[src/rtl/mem_split_pkg.sv]
// Shared encodings for the memory-access splitter: FSM states, access-size
// codes and the byte-count helper.
package mem_split_pkg;

  typedef enum logic [2:0] {
    ST_IDLE    = 3'd0,
    ST_SEND_LO = 3'd1,
    ST_WAIT_LO = 3'd2,
    ST_SEND_HI = 3'd3,
    ST_WAIT_HI = 3'd4,
    ST_DONE    = 3'd5
  } state_t;

  localparam logic [1:0] SZ_BYTE  = 2'b00;
  localparam logic [1:0] SZ_WORD  = 2'b01;
  localparam logic [1:0] SZ_DWORD = 2'b10;

  // The reserved size code behaves like a full 4-byte access.
  function automatic logic [2:0] nbytes_from_size(input logic [1:0] size);
    logic [2:0] n;
    case (size)
      SZ_BYTE:  n = 3'd1;
      SZ_WORD:  n = 3'd2;
      default:  n = 3'd4;
    endcase
    return n;
  endfunction

endpackage

[src/rtl/mem_access_splitter_byte_lane_shifter.sv]
// Combinational byte-lane shifter: moves a 64-bit vector by 8*offset bits,
// left (store alignment) or right (load merge), truncated to OUT_W bits.
module byte_lane_shifter #(
  parameter bit SHIFT_RIGHT = 1'b0,
  parameter int OUT_W       = 64
) (
  input  logic [63:0]      i_data,
  input  logic [1:0]       i_off,
  output logic [OUT_W-1:0] o_data
);

  logic [4:0] w_amt;

  assign w_amt  = {i_off, 3'b000};
  assign o_data = OUT_W'(SHIFT_RIGHT ? (i_data >> w_amt) : (i_data << w_amt));

endmodule

[src/rtl/mem_access_splitter.sv]
// Splits unaligned loads/stores into one or two aligned 32-bit word requests
// and merges read data. Optional split counter under `MEM_SPLIT_CNT_EN.
//
// state   | meaning
// IDLE    | ready for a new address-generator transaction
// SEND_LO | low word request presented, waiting for mem_req_ready
// WAIT_LO | waiting for the low word response
// SEND_HI | high word request presented (split accesses only)
// WAIT_HI | waiting for the high word response
// DONE    | result presented to writeback until out_ready
module mem_access_splitter
  import mem_split_pkg::*;
(
  input  logic        clk,
  input  logic        rst,
  input  logic        ag_valid,
  output logic        ag_ready,
  input  logic [31:0] ag_addr,
  input  logic [1:0]  ag_size,
  input  logic        ag_wr,
  input  logic [31:0] ag_wdata,
  output logic        mem_req_valid,
  input  logic        mem_req_ready,
  output logic [31:0] mem_addr,
  output logic [3:0]  mem_be,
  output logic        mem_wr,
  output logic [31:0] mem_wdata,
  input  logic        mem_rsp_valid,
  input  logic [31:0] mem_rsp_data,
  output logic        out_valid,
  input  logic        out_ready,
  output logic [31:0] out_data
`ifdef MEM_SPLIT_CNT_EN
  ,
  output logic [15:0] split_cnt
`endif
);

  state_t      r_state;
  state_t      w_state_nxt;
  logic [31:0] r_addr;
  logic [2:0]  r_nbytes;
  logic        r_wr;
  logic [31:0] r_wdata;
  logic        r_split;
  logic [31:0] r_rsp_lo;
  logic [31:0] r_rsp_hi;

  logic [2:0]  w_ag_nbytes;
  logic [3:0]  w_ag_end;
  logic        w_ag_split;
  logic        w_accept;
  logic [1:0]  w_off;
  logic [7:0]  w_lo_mask;
  logic [7:0]  w_mask8;
  logic [31:0] w_data_mask;
  logic [63:0] w_wide;
  logic [31:0] w_merged;

  assign w_ag_nbytes = nbytes_from_size(ag_size);
  assign w_ag_end    = {2'b00, ag_addr[1:0]} + {1'b0, w_ag_nbytes};
  assign w_ag_split  = (w_ag_end > 4'd4);
  assign w_accept    = (r_state == ST_IDLE) && ag_valid;

  assign w_off = r_addr[1:0];

  always_comb begin
    w_lo_mask   = 8'h0F;
    w_data_mask = 32'hFFFF_FFFF;
    case (r_nbytes)
      3'd1: begin
        w_lo_mask   = 8'h01;
        w_data_mask = 32'h0000_00FF;
      end
      3'd2: begin
        w_lo_mask   = 8'h03;
        w_data_mask = 32'h0000_FFFF;
      end
      default: begin
        w_lo_mask   = 8'h0F;
        w_data_mask = 32'hFFFF_FFFF;
      end
    endcase
  end

  assign w_mask8 = w_lo_mask << w_off;

  byte_lane_shifter #(.SHIFT_RIGHT(1'b0), .OUT_W(64)) u_wr_align (
    .i_data (ag_wdata_pad(r_wdata)),
    .i_off  (w_off),
    .o_data (w_wide)
  );

  byte_lane_shifter #(.SHIFT_RIGHT(1'b1), .OUT_W(32)) u_rd_merge (
    .i_data ({r_rsp_hi, r_rsp_lo}),
    .i_off  (w_off),
    .o_data (w_merged)
  );

  function automatic logic [63:0] ag_wdata_pad(input logic [31:0] d);
    return {32'h0, d};
  endfunction

  always_ff @(posedge clk) begin
    if (rst) begin
      r_state <= ST_IDLE;
    end else begin
      r_state <= w_state_nxt;
    end
  end

  always_comb begin
    w_state_nxt   = r_state;
    ag_ready      = 1'b0;
    mem_req_valid = 1'b0;
    mem_addr      = 32'h0;
    mem_be        = 4'h0;
    mem_wr        = 1'b0;
    mem_wdata     = 32'h0;
    out_valid     = 1'b0;
    out_data      = 32'h0;
    case (r_state)
      ST_IDLE: begin
        ag_ready = !rst;
        if (ag_valid) begin
          w_state_nxt = ST_SEND_LO;
        end
      end
      ST_SEND_LO: begin
        mem_req_valid = 1'b1;
        mem_addr      = {r_addr[31:2], 2'b00};
        mem_be        = w_mask8[3:0];
        mem_wr        = r_wr;
        mem_wdata     = w_wide[31:0];
        if (mem_req_ready) begin
          w_state_nxt = ST_WAIT_LO;
        end
      end
      ST_WAIT_LO: begin
        if (mem_rsp_valid) begin
          w_state_nxt = r_split ? ST_SEND_HI : ST_DONE;
        end
      end
      ST_SEND_HI: begin
        // Next word address wraps naturally at the top of the address space.
        mem_req_valid = 1'b1;
        mem_addr      = {r_addr[31:2] + 30'd1, 2'b00};
        mem_be        = w_mask8[7:4];
        mem_wr        = r_wr;
        mem_wdata     = w_wide[63:32];
        if (mem_req_ready) begin
          w_state_nxt = ST_WAIT_HI;
        end
      end
      ST_WAIT_HI: begin
        if (mem_rsp_valid) begin
          w_state_nxt = ST_DONE;
        end
      end
      ST_DONE: begin
        out_valid = 1'b1;
        out_data  = r_wr ? 32'h0 : (w_merged & w_data_mask);
        if (out_ready) begin
          w_state_nxt = ST_IDLE;
        end
      end
      default: begin
        w_state_nxt = ST_IDLE;
      end
    endcase
  end

  always_ff @(posedge clk) begin
    if (rst) begin
      r_addr   <= 32'h0;
      r_nbytes <= 3'd0;
      r_wr     <= 1'b0;
      r_wdata  <= 32'h0;
      r_split  <= 1'b0;
      r_rsp_lo <= 32'h0;
      r_rsp_hi <= 32'h0;
    end else begin
      if (w_accept) begin
        r_addr   <= ag_addr;
        r_nbytes <= w_ag_nbytes;
        r_wr     <= ag_wr;
        r_wdata  <= ag_wdata;
        r_split  <= w_ag_split;
        r_rsp_lo <= 32'h0;
        r_rsp_hi <= 32'h0;
      end
      if ((r_state == ST_WAIT_LO) && mem_rsp_valid) begin
        r_rsp_lo <= mem_rsp_data;
      end
      if ((r_state == ST_WAIT_HI) && mem_rsp_valid) begin
        r_rsp_hi <= mem_rsp_data;
      end
    end
  end

`ifdef MEM_SPLIT_CNT_EN
  logic [15:0] r_split_cnt;

  always_ff @(posedge clk) begin
    if (rst) begin
      r_split_cnt <= 16'h0;
    end else if (w_accept && w_ag_split) begin
      r_split_cnt <= r_split_cnt + 16'd1;
    end
  end

  assign split_cnt = r_split_cnt;
`endif

endmodule

[config.mk]
export PLATFORM = sky130hd
export DESIGN_NAME = mem_access_splitter
export DESIGN_NICKNAME = d
export VERILOG_FILES = /design/src/rtl/mem_split_pkg.sv /design/src/rtl/mem_access_splitter_byte_lane_shifter.sv /design/src/rtl/mem_access_splitter.sv
export SDC_FILE = /design/constraint.sdc
export NUM_CORES = 1
export LEC_CHECK = 0
export CAP_MARGIN = 0
export CORE_MARGIN = 3
export CORE_UTILIZATION = 53
export CTS_CLUSTER_SIZE = 16
export DETAILED_ROUTE_END_ITERATION = 16
export GPL_TIMING_DRIVEN = 0
export PLACE_DENSITY = 0.94
export RECOVER_POWER = 25
export SYNTH_ARGS = -nofsm -noshare
export SYNTH_HDL_FRONTEND = slang
export SYNTH_SLANG_ARGS = --single-unit
[constraint.sdc]
create_clock -name clk -period 5.6 [get_ports clk]
set_clock_uncertainty 0.1 [all_clocks]
set_input_delay 1.12 -clock clk [delete_from_list [all_inputs] [get_ports clk]]
set_output_delay 1.12 -clock clk [all_outputs]
set_load 0.05 [all_outputs]
Word level (Yosys, flattened, before mapping)
Index checks and enable logic that the tools add are counted.

Eq/ne operators: 14. Add/sub/neg operators: 2. Shifts and indexed selects: 3. Mux-type cells: 23. Bitwise operators: 1. $lt $le $gt $ge: 1. Reduce and logical (&&, ||, !) cells: 10.

Operator list (count): 32-bit case mux with 2 select lines (3); 32-bit 2-to-1 mux (5); 32-bit by 5-bit << shifter with 64-bit output (1); 64-bit by 5-bit >> shifter with 32-bit output (1); 32-bit bitwise AND (1); 30-bit by 1-bit adder with 30-bit output (second input constant) (1); 3-bit 2-to-1 mux (7); 3-bit case mux with 6 select lines (1); 4-bit case mux with 2 select lines (2); 2-bit inequality test (second input constant) (6); 3-bit by 2-bit == test with 1-bit output (second input constant) (3); 8-bit by 2-bit << shifter with 8-bit output (1); 3-bit by 1-bit == test with 1-bit output (second input constant) (2); 3-bit == test (second input constant) (2); 3-bit case mux with 2 select lines (1); 6-bit AND reduction (1); 2-bit by 3-bit adder with 4-bit output (1); 4-bit by 3-bit greater-than comparator with 1-bit output (second input constant) (1); 1-bit 2-to-1 mux (4); 2-bit nonzero test (2); 1-bit logical AND (3); 3-bit zero test (1); 2-bit by 1-bit == test with 1-bit output (second input constant) (1); 2-bit zero test (1); 2 further kinds (2).

Bits in registers: 136. Input port bits: 105. Word-level logic and storage cells: 62.

Logic depth before layout (Yosys ltp)
Depth after elaboration: 5. Depth in mapped cells: 8. Depth with buffers taken out: 7.

By module
From an unflattened synthesis, not the netlist that was laid out.

Cells, all modules: 1047. Area, all modules: 8794.7 µm².

By module, submodules not included: mem_access_splitter (instances 1, seq. area each 2722.6 µm², cells an instance 894, area each 6636.4 µm²); byte_lane_shifter (u_wr_align) (instances 1, seq. area each 0.0 µm², cells an instance 113, area each 1333.8 µm²); byte_lane_shifter (u_rd_merge) (instances 1, seq. area each 0.0 µm², cells an instance 40, area each 824.5 µm²).

Worst setup path after synthesis
OpenSTA, ideal clock, no wires.

Path kind: register to output. From: register r_state[0]. To: output mem_wdata[0]. Stages on the path, launching flop included: 7. Buffers on the path: 2. Required time: 4.380 ns. Slack: 1.505 ns. Data arrival time: 2.875 ns. Cells stage by stage: dfxtp_1 buf_2 nand2b_1 inv_1 clkbuf_1 nand2_1 o21ai_0.

Cells in the longest elaborated chain, start to end: 2. Elaborated cells on any way between the ends: 3.

RTL lines: start, declared (line mem_access_splitter.sv:39) `state_t r_state;`; start signal, assigned (line mem_access_splitter.sv:108) `r_state <= w_state_nxt;`; 3-bit by 2-bit == test with 1-bit output / 3-bit by 1-bit == test with 1-bit output (equally long branches) (line mem_access_splitter.sv:122) `case (r_state)`; 32-bit case mux with 2 select lines * (line mem_access_splitter.sv:122); end, declared (line mem_access_splitter.sv:27) `output logic [31:0] mem_wdata,`.

Every way passes the cells marked *; elsewhere a longest branch is shown, timed or not.

Worst setup path after layout
From: register r_addr[3]. To: output mem_addr[28].

Cells in the longest elaborated chain, start to end: 2.

RTL lines: start, declared (line mem_access_splitter.sv:41) `logic [31:0] r_addr;`; start signal, assigned (line mem_access_splitter.sv:184) `r_addr <= ag_addr;`; 30-bit by 1-bit adder with 30-bit output (line mem_access_splitter.sv:147) `mem_addr = {r_addr[31:2] + 30'd1, 2'b00};`; 32-bit case mux with 2 select lines (line mem_access_splitter.sv:122); end, declared (line mem_access_splitter.sv:24) `output logic [31:0] mem_addr,`.

Every way passes these cells.

==> metrics <==
status completed; fmax around 210 MHz; Die Width around 120 um; Netlist Area Pre-Place between 0.007 and 0.008 mm2; gr usage total between 30% and 40%; Synth top area share roughly a third; Vias/cell between 6 and 7; PwrDens a little over 300 mW/mm2; Net Sw Frac 37.0%; clk slew on worst S/H paths about 0.06 ns; grt ovf 0; leading area contributor after synthesis dfxtp_1; multiplexer area fraction after synthesis between 10 and 15%; Nets between 1000 and 1500; Critical Path AT 3.62 ns; post-synthesis compound-gate area fraction 16.9%; top cells by count, synth 226 x nand2_1, 150 x a21oi_1, 128 x dfxtp_1; CP Class reg -> out; TNS Setup 0 ns; Clock power frac between 30 and 40%; Post-Syn Instances 960; switching pwr about 1.2 mW; Hold/Removal Path Class reg -> reg; die area about 0.016 mm2; IO Pins about 210; synth warn 0; MaxCap Viol Count 0; reg2reg start r_state[2]; input/output buffers approximately 210; final hold viol count 0; Worst R2R Path Depth 8; core area 0.0136 mm2; setup bufs post-CTS 0; first-pass GRT wire length around 42000 um; DP HPWL between 15000 and 20000 um; Slew @ Worst Pin 1.01 ns; leakage power 3.43 nW; post-synthesis adder-cell area fraction 0.767%; placed insts around 1300; RSZ-0062 raised after global routing no; Worst EP required roughly 4.4 ns; Post-Synth Simple-Gate Area between 20% and 30%; part of the cycle the worst path needs about 86%; Initial Utilization between 50% and 60%; Post-synth EDFFs 0; sequential share of power between 30% and 40%; # DRC 0; FFs w/ async S/R, synth 0%; Final Max Tran Viols 0; Die Y 125 um; Slowest Stage Delay on Critical Path approximately 0.85 ns; number of CTS-inserted buffers 17; top post-synthesis cells by area dfxtp_1 34%, nand2_1 11%, a21oi_1 10%; TritonCTS clock tree built; Synth Area in XOR/XNOR 1.17%; CP max FO 8; final setup fails 0; vias in the first global route a little over 8000; synth unique cells 60; hold_buf cts 0; Vias between 8000 and 9000; most common cell in the netlist nand2_1; number of DRC markers in iteration 0 ~1700; antenna violations before repair 0; register area share after synthesis between 30 and 40%; CTS max path bufs 2; Hold Path Stages 2; number of diodes 0; clock root cell clkbuf_16; DRT Wirelength 27300 um; maximum VDD drop around 240 uV; Logic pwr share a little under a third; share of layout cells above drive strength 1 8.51%; post-route insts no fill 1374; Worst Setup SP r_addr[3]; PostCTS Resize Cnt 0; cells along the critical path ha_1, nand4_4, or4_4, or4_1, a21oi_1, clkdlybuf4s50_1; Worst-Skew Late Latency about 0.42 ns; H-tree depth 4; synthesis-to-layout area growth 38.2%; Hold Startpoint r_rsp_hi[23]; clk sink count between 100 and 150; drt wl/cell 19.8 um; post-route ant nets 0; CP max stage cell clkdlybuf4s50_1; top_reg_cell synth dfxtp_1; minimum clock period 4.84 ns; CP Launch Type flip-flop; crit end category output pin; Syn Area/Cell 7.82 um2; Max-Slew Margin vs Limit about a third; largest family of logic cells by synthesized area simple AND/OR/NAND/NOR gates; largest net degree at the start of global routing 17; Int Power ~2.0 mW; Synth Register Bits 128; std cell rows between 40 and 50; 1st-pass router iterations 7; global placement routability congestion between 0.9 and 1
[cell families (layout without fill, tap and decap cells)]
kind of cell	after synthesis	after routing
other	1	2
adders and majority gates	4	4
muxes	63	63
AOI/OAI and AO/OA	222	222
buffers and inverters	92	329
DFF	128	128
and+or+nand+nor	440	440
xor gates and xnor gates	10	10
[worst max-delay path, delay by kind of cell, from the launching register on]
kind,cells,cell delay (ns)
AOI/OAI and AO/OA,1,0.24
and+or+nand+nor,3,1.29
DFF,1,0.50
adders and majority gates,1,0.31
buffers and inverters,1,0.85
[flip-flops by register name, summed over array words and instances (netlist names)]
signal,cells
r_state,3
r_rsp_hi,24
r_nbytes,3
r_split,1
r_rsp_lo,32
r_addr,32
r_wr,1
r_wdata,32
[power groups by stage]
| stage | clock network [mW] | logic (mW) | registers, mW |
|---|---|---|---|
| after CTS | 1.11 | 0.992 | 1.08 |
| after floorplan | 0 | 0.655 | 1.07 |
| final | 1.11 | 1.01 | 1.09 |
| after global placement | 0 | 0.960 | 1.09 |
| after detailed placement | 0 | 0.981 | 1.10 |
| after global routing | 1.15 | 1.08 | 1.09 |
[layer usage]
| metal | share of wire [%] | up-vias | GRT usage, % | routed length, um |
|---|---|---|---|---|
| li1 | - | 3866 | - | - |
| met1 | 36 | 4015 | 43.4 | 9890 |
| met2 | 46 | 770 | 53.0 | 12400 |
| met3 | 13 | 138 | 8.49 | 3630 |
| met4 | 4.8 | 0 | 15.6 | 1300 |
| met5 | 0 | - | 0 | 0 |
[area by class of cell]
cell class | count | area, um2
Fill cell | 956 | 3190
Buffer | 83 | 332
Timing Repair Buffer | 205 | 2050
Tap cell | 176 | 220
Clock buffer | 20 | 457
Inverter | 9 | 33.8
Sequential cell | 128 | 2560
Multi-Input combinational cell | 741 | 4580
Clock inverter | 12 | 135
[layout by cell type (no fill, tap or decap), types with 12 or more instances in the layout]
master,instances
nor2b_1,35
nand3_1,68
nand2_1,226
clkbuf_1,63
clkbuf_16,17
mux2i_1,19
clkdlybuf4s50_1,203
dfxtp_1,128
mux4_2,32
mux2_2,12
o21ai_0,15
nor2_1,28
and2_1,13
and3_1,15
a21oi_1,150
[metrics by stage]
stage | power (mW) | setup slack (ns) | hold slack [ns] | util, % | cell area [um2]
detailed placement | 2.08 | 1.29 | 0.361 | 72.1 | 9780
global placement | 2.05 | 1.34 | 0.354 | 72.1 | 9780
finish | 3.21 | 0.759 | 0.377 | 76.5 | 10400
global route | 3.32 | 0.662 | 0.396 | 76.5 | 10400
floorplan | 1.72 | 1.50 | 0.340 | - | 7510
CTS | 3.18 | 0.820 | 0.371 | 76.5 | 10400
[final timing paths]
check             slack [ns]      endpoint
setup / recovery        0.76  mem_addr[28]
hold / removal          0.38  r_rsp_hi[23]
setup reg to reg        2.92    r_addr[18]
hold reg to reg         0.38  r_rsp_hi[23]
(Power assumes the default switching activity.)
